`config.mk`:
```
export PLATFORM = sky130hd
export DESIGN_NAME = alu_pipe_flat
export DESIGN_NICKNAME = d
export VERILOG_FILES = /design/src/rtl/alu_pipe_pkg.sv /design/src/rtl/alu_pipe_if.sv /design/src/rtl/alu_mul_iter.sv /design/src/rtl/alu_pipe.sv /design/src/flat_wrapper.sv
export SDC_FILE = /design/constraint.sdc
export NUM_CORES = 1
export LEC_CHECK = 0
export CAP_MARGIN = 20
export CORE_ASPECT_RATIO = 1.75
export CORE_MARGIN = 10
export CORE_UTILIZATION = 55
export DETAILED_ROUTE_END_ITERATION = 16
export DONT_BUFFER_PORTS = 1
export HOLD_SLACK_MARGIN = 0.12
export PLACE_DENSITY = 0.7
export SYNTH_ARGS = -nofsm -noshare
export SYNTH_HDL_FRONTEND = slang
export SYNTH_SLANG_ARGS = --single-unit
```
`constraint.sdc`:
```
create_clock -name clk -period 12.9 [get_ports clk]
set_clock_uncertainty 0.15 [all_clocks]
set_input_delay 1.935 -clock clk [delete_from_list [all_inputs] [get_ports clk]]
set_output_delay 1.935 -clock clk [all_outputs]
set_load 0.005 [all_outputs]
```
`src/rtl/alu_pipe_pkg.sv`:
```
// alu_pipe_pkg: shared opcode/state/flag types for the pipelined ALU.
// Optional macro ALU_PIPE_SHIFT_EN turns opcode 001 into a logical shift left.
package alu_pipe_pkg;

   // Opcode map presented on cntrl
   typedef enum logic [2:0] {
      OP_PASSB = 3'b000,
      OP_SHL   = 3'b001,  // reserved unless the shifter is built in
      OP_ADD   = 3'b010,
      OP_SUB   = 3'b011,
      OP_AND   = 3'b100,
      OP_OR    = 3'b101,
      OP_XOR   = 3'b110,
      OP_MUL   = 3'b111
   } alu_op_e;

   // Control FSM states
   typedef enum logic {
      ST_IDLE     = 1'b0,
      ST_MUL_BUSY = 1'b1
   } alu_state_e;

   // Architectural NZCV flags
   typedef struct packed {
      logic n;
      logic z;
      logic c;
      logic v;
   } alu_flags_t;

`ifdef ALU_PIPE_SHIFT_EN
   localparam bit SHIFT_EN = 1'b1;
`else
   localparam bit SHIFT_EN = 1'b0;
`endif

   // A reserved opcode may never touch the flag register
   function automatic logic op_writes_flags(alu_op_e op);
      return (op != OP_SHL) || SHIFT_EN;
   endfunction

endpackage

```
`src/rtl/alu_pipe_if.sv`:
```
// alu_pipe_if: input/output valid-ready handshake plus flag outputs of alu_pipe.
// Handshake: a transfer happens on a rising clk edge where valid && ready are
// both high; the sender holds its payload stable while valid && !ready.
// state is a debug view of the control FSM.
interface alu_pipe_if #(parameter int WIDTH = 64);
   import alu_pipe_pkg::*;

   logic             in_valid;
   logic             in_ready;
   logic [WIDTH-1:0] A;
   logic [WIDTH-1:0] B;
   logic [2:0]       cntrl;
   logic             set_flags;
   logic             out_valid;
   logic             out_ready;
   logic [WIDTH-1:0] result;
   logic             negative;
   logic             zero;
   logic             overflow;
   logic             carry_out_flag;
   alu_state_e       state;

   modport slave (
      input  in_valid, A, B, cntrl, set_flags, out_ready,
      output in_ready, out_valid, result, negative, zero, overflow,
             carry_out_flag, state
   );

   modport master (
      output in_valid, A, B, cntrl, set_flags, out_ready,
      input  in_ready, out_valid, result, negative, zero, overflow,
             carry_out_flag, state
   );

endinterface

```
`src/rtl/alu_mul_iter.sv`:
```
// alu_mul_iter: iterative shift-add multiplier, low WIDTH bits of a*b unsigned.
// start loads operands; WIDTH step cycles follow; done is high for one cycle
// after the last step while product holds the final value.
module alu_mul_iter #(
   parameter int WIDTH = 64
) (
   input  logic             clk,
   input  logic             reset,
   input  logic             start,
   input  logic [WIDTH-1:0] a,
   input  logic [WIDTH-1:0] b,
   output logic             busy,
   output logic             done,
   output logic [WIDTH-1:0] product
);

   localparam int CNT_W = $clog2(WIDTH + 1);

   logic [WIDTH-1:0] mcand;
   logic [WIDTH-1:0] mplier;
   logic [WIDTH-1:0] acc;
   logic [CNT_W-1:0] count;
   logic             busy_q;

   // Load on start, then one add-and-shift step per cycle until count hits 0
   always_ff @(posedge clk or posedge reset) begin
      if (reset) begin
         mcand  <= '0;
         mplier <= '0;
         acc    <= '0;
         count  <= '0;
         busy_q <= 1'b0;
      end else if (start) begin
         mcand  <= a;
         mplier <= b;
         acc    <= '0;
         count  <= CNT_W'(WIDTH);
         busy_q <= 1'b1;
      end else if (busy_q) begin
         if (count != '0) begin
            if (mplier[0]) begin
               acc <= acc + mcand;
            end
            mcand  <= mcand << 1;
            mplier <= mplier >> 1;
            count  <= count - CNT_W'(1);
         end else begin
            busy_q <= 1'b0;
         end
      end
   end

   assign busy    = busy_q;
   assign done    = busy_q && (count == '0);
   assign product = acc;

endmodule

```
`src/rtl/alu_pipe.sv`:
```
// alu_pipe: registered ALU with valid/ready in/out, NZCV flag register and
// an iterative multiply. Define ALU_PIPE_SHIFT_EN to build opcode 001 as a
// logical shift left; otherwise 001 is reserved (result 0, flags untouched).
module alu_pipe
   import alu_pipe_pkg::*;
#(
   parameter int WIDTH = 64
) (
   input  logic       clk,
   input  logic       reset,
   alu_pipe_if.slave  bus
);

`ifdef ALU_PIPE_SHIFT_EN
   localparam int SHAMT_W = $clog2(WIDTH);
`endif

   alu_state_e       state;
   alu_state_e       state_next;
   logic             out_valid_q;
   logic [WIDTH-1:0] result_q;
   alu_flags_t       flags_q;
   logic             sf_q;

   logic             in_ready;
   logic             accept;
   alu_op_e          op;

   logic [WIDTH-1:0] b_eff;
   logic [WIDTH:0]   sum_ext;
   logic             c_into_msb;
   logic [WIDTH-1:0] sc_res;
   logic             sc_c;
   logic             sc_v;
`ifdef ALU_PIPE_SHIFT_EN
   logic [WIDTH:0]   shl_ext;
`endif

   logic             mul_start;
   logic             mul_busy;
   logic             mul_done;
   logic [WIDTH-1:0] mul_product;

   logic             load_out;
   logic [WIDTH-1:0] load_val;
   logic             load_c;
   logic             load_v;
   logic             write_flags;

   // Accept only when idle and the output buffer is free or draining now
   assign in_ready = (state == ST_IDLE) && (!out_valid_q || bus.out_ready);
   assign accept   = bus.in_valid && in_ready;
   assign op       = alu_op_e'(bus.cntrl);

   // Single-cycle datapath: SUB reuses the adder as A + ~B + 1
   always_comb begin
      b_eff      = (op == OP_SUB) ? ~bus.B : bus.B;
      sum_ext    = {1'b0, bus.A} + {1'b0, b_eff} + {{WIDTH{1'b0}}, (op == OP_SUB)};
      c_into_msb = sum_ext[WIDTH-1] ^ bus.A[WIDTH-1] ^ b_eff[WIDTH-1];
`ifdef ALU_PIPE_SHIFT_EN
      shl_ext    = {1'b0, bus.A} << bus.B[SHAMT_W-1:0];
`endif
      sc_res     = '0;
      sc_c       = 1'b0;
      sc_v       = 1'b0;
      case (op)
         OP_PASSB: sc_res = bus.B;
         OP_ADD, OP_SUB: begin
            sc_res = sum_ext[WIDTH-1:0];
            sc_c   = sum_ext[WIDTH];
            sc_v   = c_into_msb ^ sum_ext[WIDTH];
         end
         OP_AND:   sc_res = bus.A & bus.B;
         OP_OR:    sc_res = bus.A | bus.B;
         OP_XOR:   sc_res = bus.A ^ bus.B;
`ifdef ALU_PIPE_SHIFT_EN
         // Bit WIDTH of the extended shift is the last bit pushed out
         OP_SHL: begin
            sc_res = shl_ext[WIDTH-1:0];
            sc_c   = shl_ext[WIDTH];
         end
`endif
         default:  sc_res = '0;
      endcase
   end

   // FSM next state and output-buffer / flag load decisions
   always_comb begin
      state_next  = state;
      mul_start   = 1'b0;
      load_out    = 1'b0;
      load_val    = sc_res;
      load_c      = sc_c;
      load_v      = sc_v;
      write_flags = 1'b0;
      case (state)
         ST_IDLE: begin
            if (accept) begin
               if (op == OP_MUL) begin
                  mul_start  = 1'b1;
                  state_next = ST_MUL_BUSY;
               end else begin
                  load_out    = 1'b1;
                  write_flags = bus.set_flags && op_writes_flags(op);
               end
            end
         end
         ST_MUL_BUSY: begin
            if (mul_done) begin
               load_out    = 1'b1;
               load_val    = mul_product;
               load_c      = 1'b0;
               load_v      = 1'b0;
               write_flags = sf_q;
               state_next  = ST_IDLE;
            end
         end
         default: state_next = ST_IDLE;
      endcase
   end

   // FSM state register
   always_ff @(posedge clk or posedge reset) begin
      if (reset) begin
         state <= ST_IDLE;
      end else begin
         state <= state_next;
      end
   end

   // Single-entry output buffer: load on completion, else drain on out_ready
   always_ff @(posedge clk or posedge reset) begin
      if (reset) begin
         out_valid_q <= 1'b0;
         result_q    <= '0;
      end else if (load_out) begin
         out_valid_q <= 1'b1;
         result_q    <= load_val;
      end else if (bus.out_ready) begin
         out_valid_q <= 1'b0;
      end
   end

   // NZCV register, written on the output-buffer load edge when requested
   always_ff @(posedge clk or posedge reset) begin
      if (reset) begin
         flags_q <= '0;
      end else if (load_out && write_flags) begin
         flags_q.n <= load_val[WIDTH-1];
         flags_q.z <= (load_val == '0);
         flags_q.c <= load_c;
         flags_q.v <= load_v;
      end
   end

   // Keep the multiply's set_flags request until it completes
   always_ff @(posedge clk or posedge reset) begin
      if (reset) begin
         sf_q <= 1'b0;
      end else if (mul_start) begin
         sf_q <= bus.set_flags;
      end
   end

   alu_mul_iter #(.WIDTH(WIDTH)) u_mul (
      .clk     (clk),
      .reset   (reset),
      .start   (mul_start),
      .a       (bus.A),
      .b       (bus.B),
      .busy    (mul_busy),
      .done    (mul_done),
      .product (mul_product)
   );

   assign bus.in_ready       = in_ready;
   assign bus.out_valid      = out_valid_q;
   assign bus.result         = result_q;
   assign bus.negative       = flags_q.n;
   assign bus.zero           = flags_q.z;
   assign bus.carry_out_flag = flags_q.c;
   assign bus.overflow       = flags_q.v;
   assign bus.state          = state;

   // mul_busy mirrors the FSM's MUL_BUSY state; kept for debug probing
   logic unused_ok;
   assign unused_ok = mul_busy;

endmodule

```
`src/flat_wrapper.sv`:
```
// flat-port wrapper written by rule: the top's interface ports become plain ports
module alu_pipe_flat import alu_pipe_pkg::*;
#(
   parameter int WIDTH = 64
)
  (clk, reset, bus_in_valid, bus_A, bus_B, bus_cntrl, bus_set_flags, bus_out_ready, bus_in_ready, bus_out_valid, bus_result, bus_negative, bus_zero, bus_overflow, bus_carry_out_flag, bus_state);
  alu_pipe_if #(.WIDTH(WIDTH)) bus_i ();
  input  logic clk;
  input  logic reset;
  input wire logic [$bits(bus_i.in_valid)-1:0] bus_in_valid;
  input wire logic [$bits(bus_i.A)-1:0] bus_A;
  input wire logic [$bits(bus_i.B)-1:0] bus_B;
  input wire logic [$bits(bus_i.cntrl)-1:0] bus_cntrl;
  input wire logic [$bits(bus_i.set_flags)-1:0] bus_set_flags;
  input wire logic [$bits(bus_i.out_ready)-1:0] bus_out_ready;
  output wire logic [$bits(bus_i.in_ready)-1:0] bus_in_ready;
  output wire logic [$bits(bus_i.out_valid)-1:0] bus_out_valid;
  output wire logic [$bits(bus_i.result)-1:0] bus_result;
  output wire logic [$bits(bus_i.negative)-1:0] bus_negative;
  output wire logic [$bits(bus_i.zero)-1:0] bus_zero;
  output wire logic [$bits(bus_i.overflow)-1:0] bus_overflow;
  output wire logic [$bits(bus_i.carry_out_flag)-1:0] bus_carry_out_flag;
  output wire logic [$bits(bus_i.state)-1:0] bus_state;
  assign bus_i.in_valid = bus_in_valid;
  assign bus_i.A = bus_A;
  assign bus_i.B = bus_B;
  assign bus_i.cntrl = bus_cntrl;
  assign bus_i.set_flags = bus_set_flags;
  assign bus_i.out_ready = bus_out_ready;
  assign bus_in_ready = bus_i.in_ready;
  assign bus_out_valid = bus_i.out_valid;
  assign bus_result = bus_i.result;
  assign bus_negative = bus_i.negative;
  assign bus_zero = bus_i.zero;
  assign bus_overflow = bus_i.overflow;
  assign bus_carry_out_flag = bus_i.carry_out_flag;
  assign bus_state = bus_i.state;
  alu_pipe #(.WIDTH(WIDTH)) u_core (.clk(clk), .reset(reset), .bus(bus_i));
endmodule
```
[Word-level counts from Yosys, hierarchy flattened]
Index checks and enable logic that the tools add are counted.
Cells by class
  add/sub/neg operators: 4
  equality and inequality tests: 7
  muxes and demuxes: 41
  bitwise logic cells: 8
  reductions and logical operators: 18
Operator list (count)
  $mux W64: 13
  $pmux W64 S5: 1
  $add A64 B64 Y65: 1
  $add A65 B1 Y65: 1
  $add A64 B64 Y64: 1
  $and A64 B64 Y64: 1
  $logic_not A64 Y1: 1
  $not A64 Y64: 1
  $or A64 B64 Y64: 1
  $xor A64 B64 Y64: 1
  $mux W1: 21
  $mux W7: 3
  $eq A3 B3 Y1 const B: 4
  $reduce_bool A2 Y1: 4
  $logic_not A7 Y1: 1
  $reduce_bool A7 Y1: 1
  $sub A7 B1 Y7 const B: 1
  $eq A3 B2 Y1 const B: 2
  $pmux W1 S2: 3
  $logic_and A1 B1 Y1: 5
  $logic_not A3 Y1: 1
  $ne A3 B1 Y1 const B: 1
  $reduce_and A3 Y1: 1
  $xor A1 B1 Y1: 3
  5 further kinds: 5
Word-level totals
  flip-flop bits (word level): 271
  input bits: 136
  output and inout port bits: 71
  logic and storage cells: 91

[Logic depth before layout (Yosys ltp)]
  depth after elaboration: 10
  mapped depth: 18
  mapped depth without buffers: 16

[Modules after synthesis]
A second synthesis with hierarchy kept.
Unflattened totals
  cell total of the unflattened synthesis: 3185
  area, all modules: 25329.3 um^2
Modules (own cells, without submodules)
  alu_pipe: times used 1, cells each 1719, area an instance 12668.4 um^2, sequential area each 1776.7 um^2
  alu_mul_iter: times used 1, cells each 1466, area an instance 12660.9 um^2, sequential area each 5004.8 um^2

[Least setup slack after synthesis]
No wires, ideal clock.
  path kind: input to register
  start: in bus_cntrl[2]
  end: reg u_core.flags_q (netlist bit u_core.bus.zero)
  data arrival time: 6.139 ns
  setup slack: 6.535 ns
  stages on the path: 18
  buffers on the path: 3
  cell sequence: nand3b_1 clkbuf_1 clkbuf_1 xnor2_1 ha_1 buf_2 nand3_1 nor4_1 nand2b_1 o2111a_2 a2111oi_4 o2111a_2 o31ai_4 xor2_1 o21ai_0 or4_1 or4_1 o21ai_1
Between the ends
  word-level cells in the longest chain between the ends: 8
RTL lines
  start: declaration: line flat_wrapper.sv:13  | input wire logic [$bits(bus_i.cntrl)-1:0] bus_cntrl;
  $eq A3 B2 Y1: line alu_pipe.sv:57, alu_pipe.sv:58, alu_pipe.sv:66
  $mux W64: line alu_pipe.sv:57  | b_eff = (op == OP_SUB) ? ~bus.B : bus.B;
  $add A64 B64 Y65: line alu_pipe.sv:58  | sum_ext = {1'b0, bus.A} + {1'b0, b_eff} + {{WIDTH{1'b0}}, (op == OP_SUB)};
  $add A65 B1 Y65: line alu_pipe.sv:58
  $pmux W64 S5: line alu_pipe.sv:66  | case (op)
  $mux W64: line alu_pipe.sv:109  | if (mul_done) begin
  $mux W64: line alu_pipe.sv:96  | case (state)
  $logic_not A64 Y1: line alu_pipe.sv:150  | flags_q.z <= (load_val == '0);
  end: declaration: line alu_pipe.sv:22  | alu_flags_t flags_q;
Several ways; a longest one is shown, not always the timed one.
A chain may end at the register's enable or synchronous reset.

[Worst setup path in the final report]
Ends and elaborated chain as after synthesis.

==> summary.md <==
| Metric | Value |
|---|---|
| Clk slew on worst S/H paths | 70 ps |
| Met1 usage | 0.346 |
| Drt drc | 0 |
| Final Power | 4.67 mW |
| Max-slew headroom | 0.254 |
| Status | finished clean |
| Die Wd | 179 um |
| Via count | 24000 |
| Net Count, Synth | 3507 |
| Post-Route Utilization | 0.582 |
| Core box area | 44000 um^2 |
| Max FO, Critical Path | 57 |
| Clk buf depth | 3 |
| HP Start | u_core.sf_q$_DFFE_PP0P_ |
| Final min period | 7110 ps |
| Fin nets | 3388 |
| CTS Hold Bufs | 0 |
| Hold path cells | 1 |
| Placed Cells | 3524 |
| Vias in the first global route | 24100 |
| RSZ-0062 raised after global routing | no |
| Die area | 53400 um^2 |
| HPWL Detailed | 77.3 mm |
| Final wirelength | 101 mm |
| Post-synth EDFFs | 0 |
| Largest cells by area after synthesis | dfrtp_1 28%, ha_1 14%, nand2_1 7.2% |
| Fraction of layout cells with a size suffix above 1 | 0.0466 |
| Die Y | 298 um |
| Crit Path Category | in2reg |
| Final Cell Area | 25600 um^2 |
| Gr ovfl total | 0 |
| Post-synthesis register bit count | 271 |
| Final hold viol count | 0 |
| Root Buffer | clkbuf_16 |
| GR peak layer | met2 |
| Number of port buffers | 0 |
| Post-CTS setup buffer count | 0 |
| Top_reg_cell synth | dfrtp_1 |
| Final setup fails | 0 |
| Post-CTS Resized | 0 |
| 1st-iter DRT viols | 2132 |
| Max-cap violations | 0 |
| Critical R2R Capture | u_core.bus.zero$_DFFE_PP0P_ |
| Pin count of the biggest net entering global routing | 182 |
| Crit end category | flip-flop |
| Fin. max-slew vios | 0 |
| CP arrival | 7470 ps |
| Seq/Total Area, Yosys | 0.278 |
| Worst reg2reg startpoint | u_core.u_mul.count[0]$_DFFE_PP0P_ |
| Worst VDD drop | 150 uV |
| GRT Total Usage | 0.370 |
| Fin crit share | 0.551 |
| 1st-pass router iterations | 7 |
| I/O pin total | 207 |
| Clk_lat worst skew | 580 ps |
| Cells after synthesis | 3101 |
| Worst min path class | reg2reg |
| PwrDens | 182 nW/um^2 |
| Vias per cell | 6.72 |
| Antenna cells | 0 |
| First-pass GRT wire length | 150 mm |
| Post-Syn Area | 24400 um^2 |
| CTS tree | built |
| Worst Max-Slew Pin Slew | 1110 ps |
| Hold EP | u_core.sf_q$_DFFE_PP0P_ |
| Starting Density | 0.553 |
| Met3 global-route usage | 0.0764 |
| Average size of a mapped cell | 7.85 um^2 |
| Clock Sinks | 271 |
| Area share of the largest cell type after synthesis | 0.278 |
| Cts bufs inserted | 27 |
| Post-synth top area cell | dfrtp_1 |
| Layout area overhead | 5.22% |
| Most frequent cells in the layout | 463 x nand2_1, 324 x nor2_1, 271 x dfrtp_1 |
| Routed wire per std cell | 28.2 um |
| Synthesis Warnings | 0 |
| Initial antenna violation count | 3 |
| Setup ws final | 5790 ps |
| Met2 Use GR | 0.634 |
| Antenna Violating Nets Remaining | 0 |
| Commonest non-fill, non-tap cell in the layout | nand2_1 |
| Num rows | 102 |
| Setup TNS | 0 ps |
| Fin Hold WS | 369 ps |
| LEAKAGE | 11.7 nW |
| Post-Place Setup Slack | 5380 ps |
| Synth cell types | 97 |
| Post-synth ARST share | 1.00 |
| R2R setup slack | 7000 ps |
| Gpl congestion | 1.04 |
| Crit start category | input port |
| Reg2Reg Depth | 14 |
| H-Tree Depth | 1 |
| Final Non-Filler Cells | 3574 |
| DP Area | 24700 um^2 |
| Required @ worst endpoint | 13260 ps |
| Fmax | 0.141 GHz |
registers in the layout, summed over array words and instances, names as in the netlist:
register	cells
u_core.bus.carry_out_flag	1
u_core.bus.negative	1
u_core.bus.out_valid	1
u_core.bus.overflow	1
u_core.bus.result	64
u_core.bus.state	1
u_core.bus.zero	1
u_core.sf_q	1
u_core.u_mul.busy	1
u_core.u_mul.count	7
u_core.u_mul.mcand	64
u_core.u_mul.mplier	64
u_core.u_mul.product	64
cell families after synthesis:
kind of cell	count (synthesis)	share of synthesized area
mux	45	0.0190
flops	271	0.278
buf+inv	356	0.0563
compound gates	953	0.261
xor+xnor	160	0.0575
simple gates	1046	0.188
fa+ha+maj	270	0.139
cell usage after synthesis, types with 34 or more instances:
library cell  number
nor3_1            35
a21o_1            76
ha_1             268
mux2i_1           36
a22oi_1           37
a221oi_1          34
xnor2_1          120
nand4_1           56
nor2_1           327
clkbuf_1         146
nand2_1          465
inv_1            175
dfrtp_1          271
o22ai_1           34
nand3_1           38
a31oi_1          153
a21oi_1          208
xor2_1            40
o21ai_0          165
final cells by class:
class                   instances  area, um^2
flip-flops and latches        271        6780
clock inverters                 9         123
multi-input cells            2474       16300
repair buffers                 33         260
clock buffers                  40         805
fillers                      4041       18400
well taps                     572         716
inverters                     175         664
layer usage:
metal | up-vias | share of wire
li1 | 10900 | -
met1 | 11500 | 0.31
met2 | 1200 | 0.49
met3 | 483 | 0.073
met4 | 6 | 0.13
met5 | - | 0.00041
report_power, final:
group          internal [mW]  total [mW]  switching, mW
Combinational          0.843        2.31           1.47
Sequential              1.19        1.52          0.329
Clock                  0.489       0.844          0.356
how the worst max path moves through the flow:
stage | startpoint | end | cells past startpoint
final | bus_cntrl[2] | u_core.bus.zero$_DFFE_PP0P_ | 17
after detailed placement | bus_cntrl[2] | u_core.bus.zero$_DFFE_PP0P_ | 17
after global placement | bus_cntrl[2] | u_core.bus.zero$_DFFE_PP0P_ | 17
after global routing | bus_cntrl[2] | u_core.bus.zero$_DFFE_PP0P_ | 17
after floorplan | reset | u_core.bus.carry_out_flag$_DFFE_PP0P_ | 1
after CTS | bus_cntrl[2] | u_core.bus.zero$_DFFE_PP0P_ | 17
critical path, stage by stage:
cell and delay (ps):
nand3b_1 130, buf_4 430, xnor2_1 210, inv_1 80, fa_1 400, nand2b_1 200, a211oi_1 690, o21ai_0 320
a21oi_1 320, nor3b_1 110, xnor2_1 170, a211oi_1 530, nand4_1 270, nor4_1 540, nand4_1 370, or4_1 590
o21ai_1 120
(Power assumes the default switching activity.)
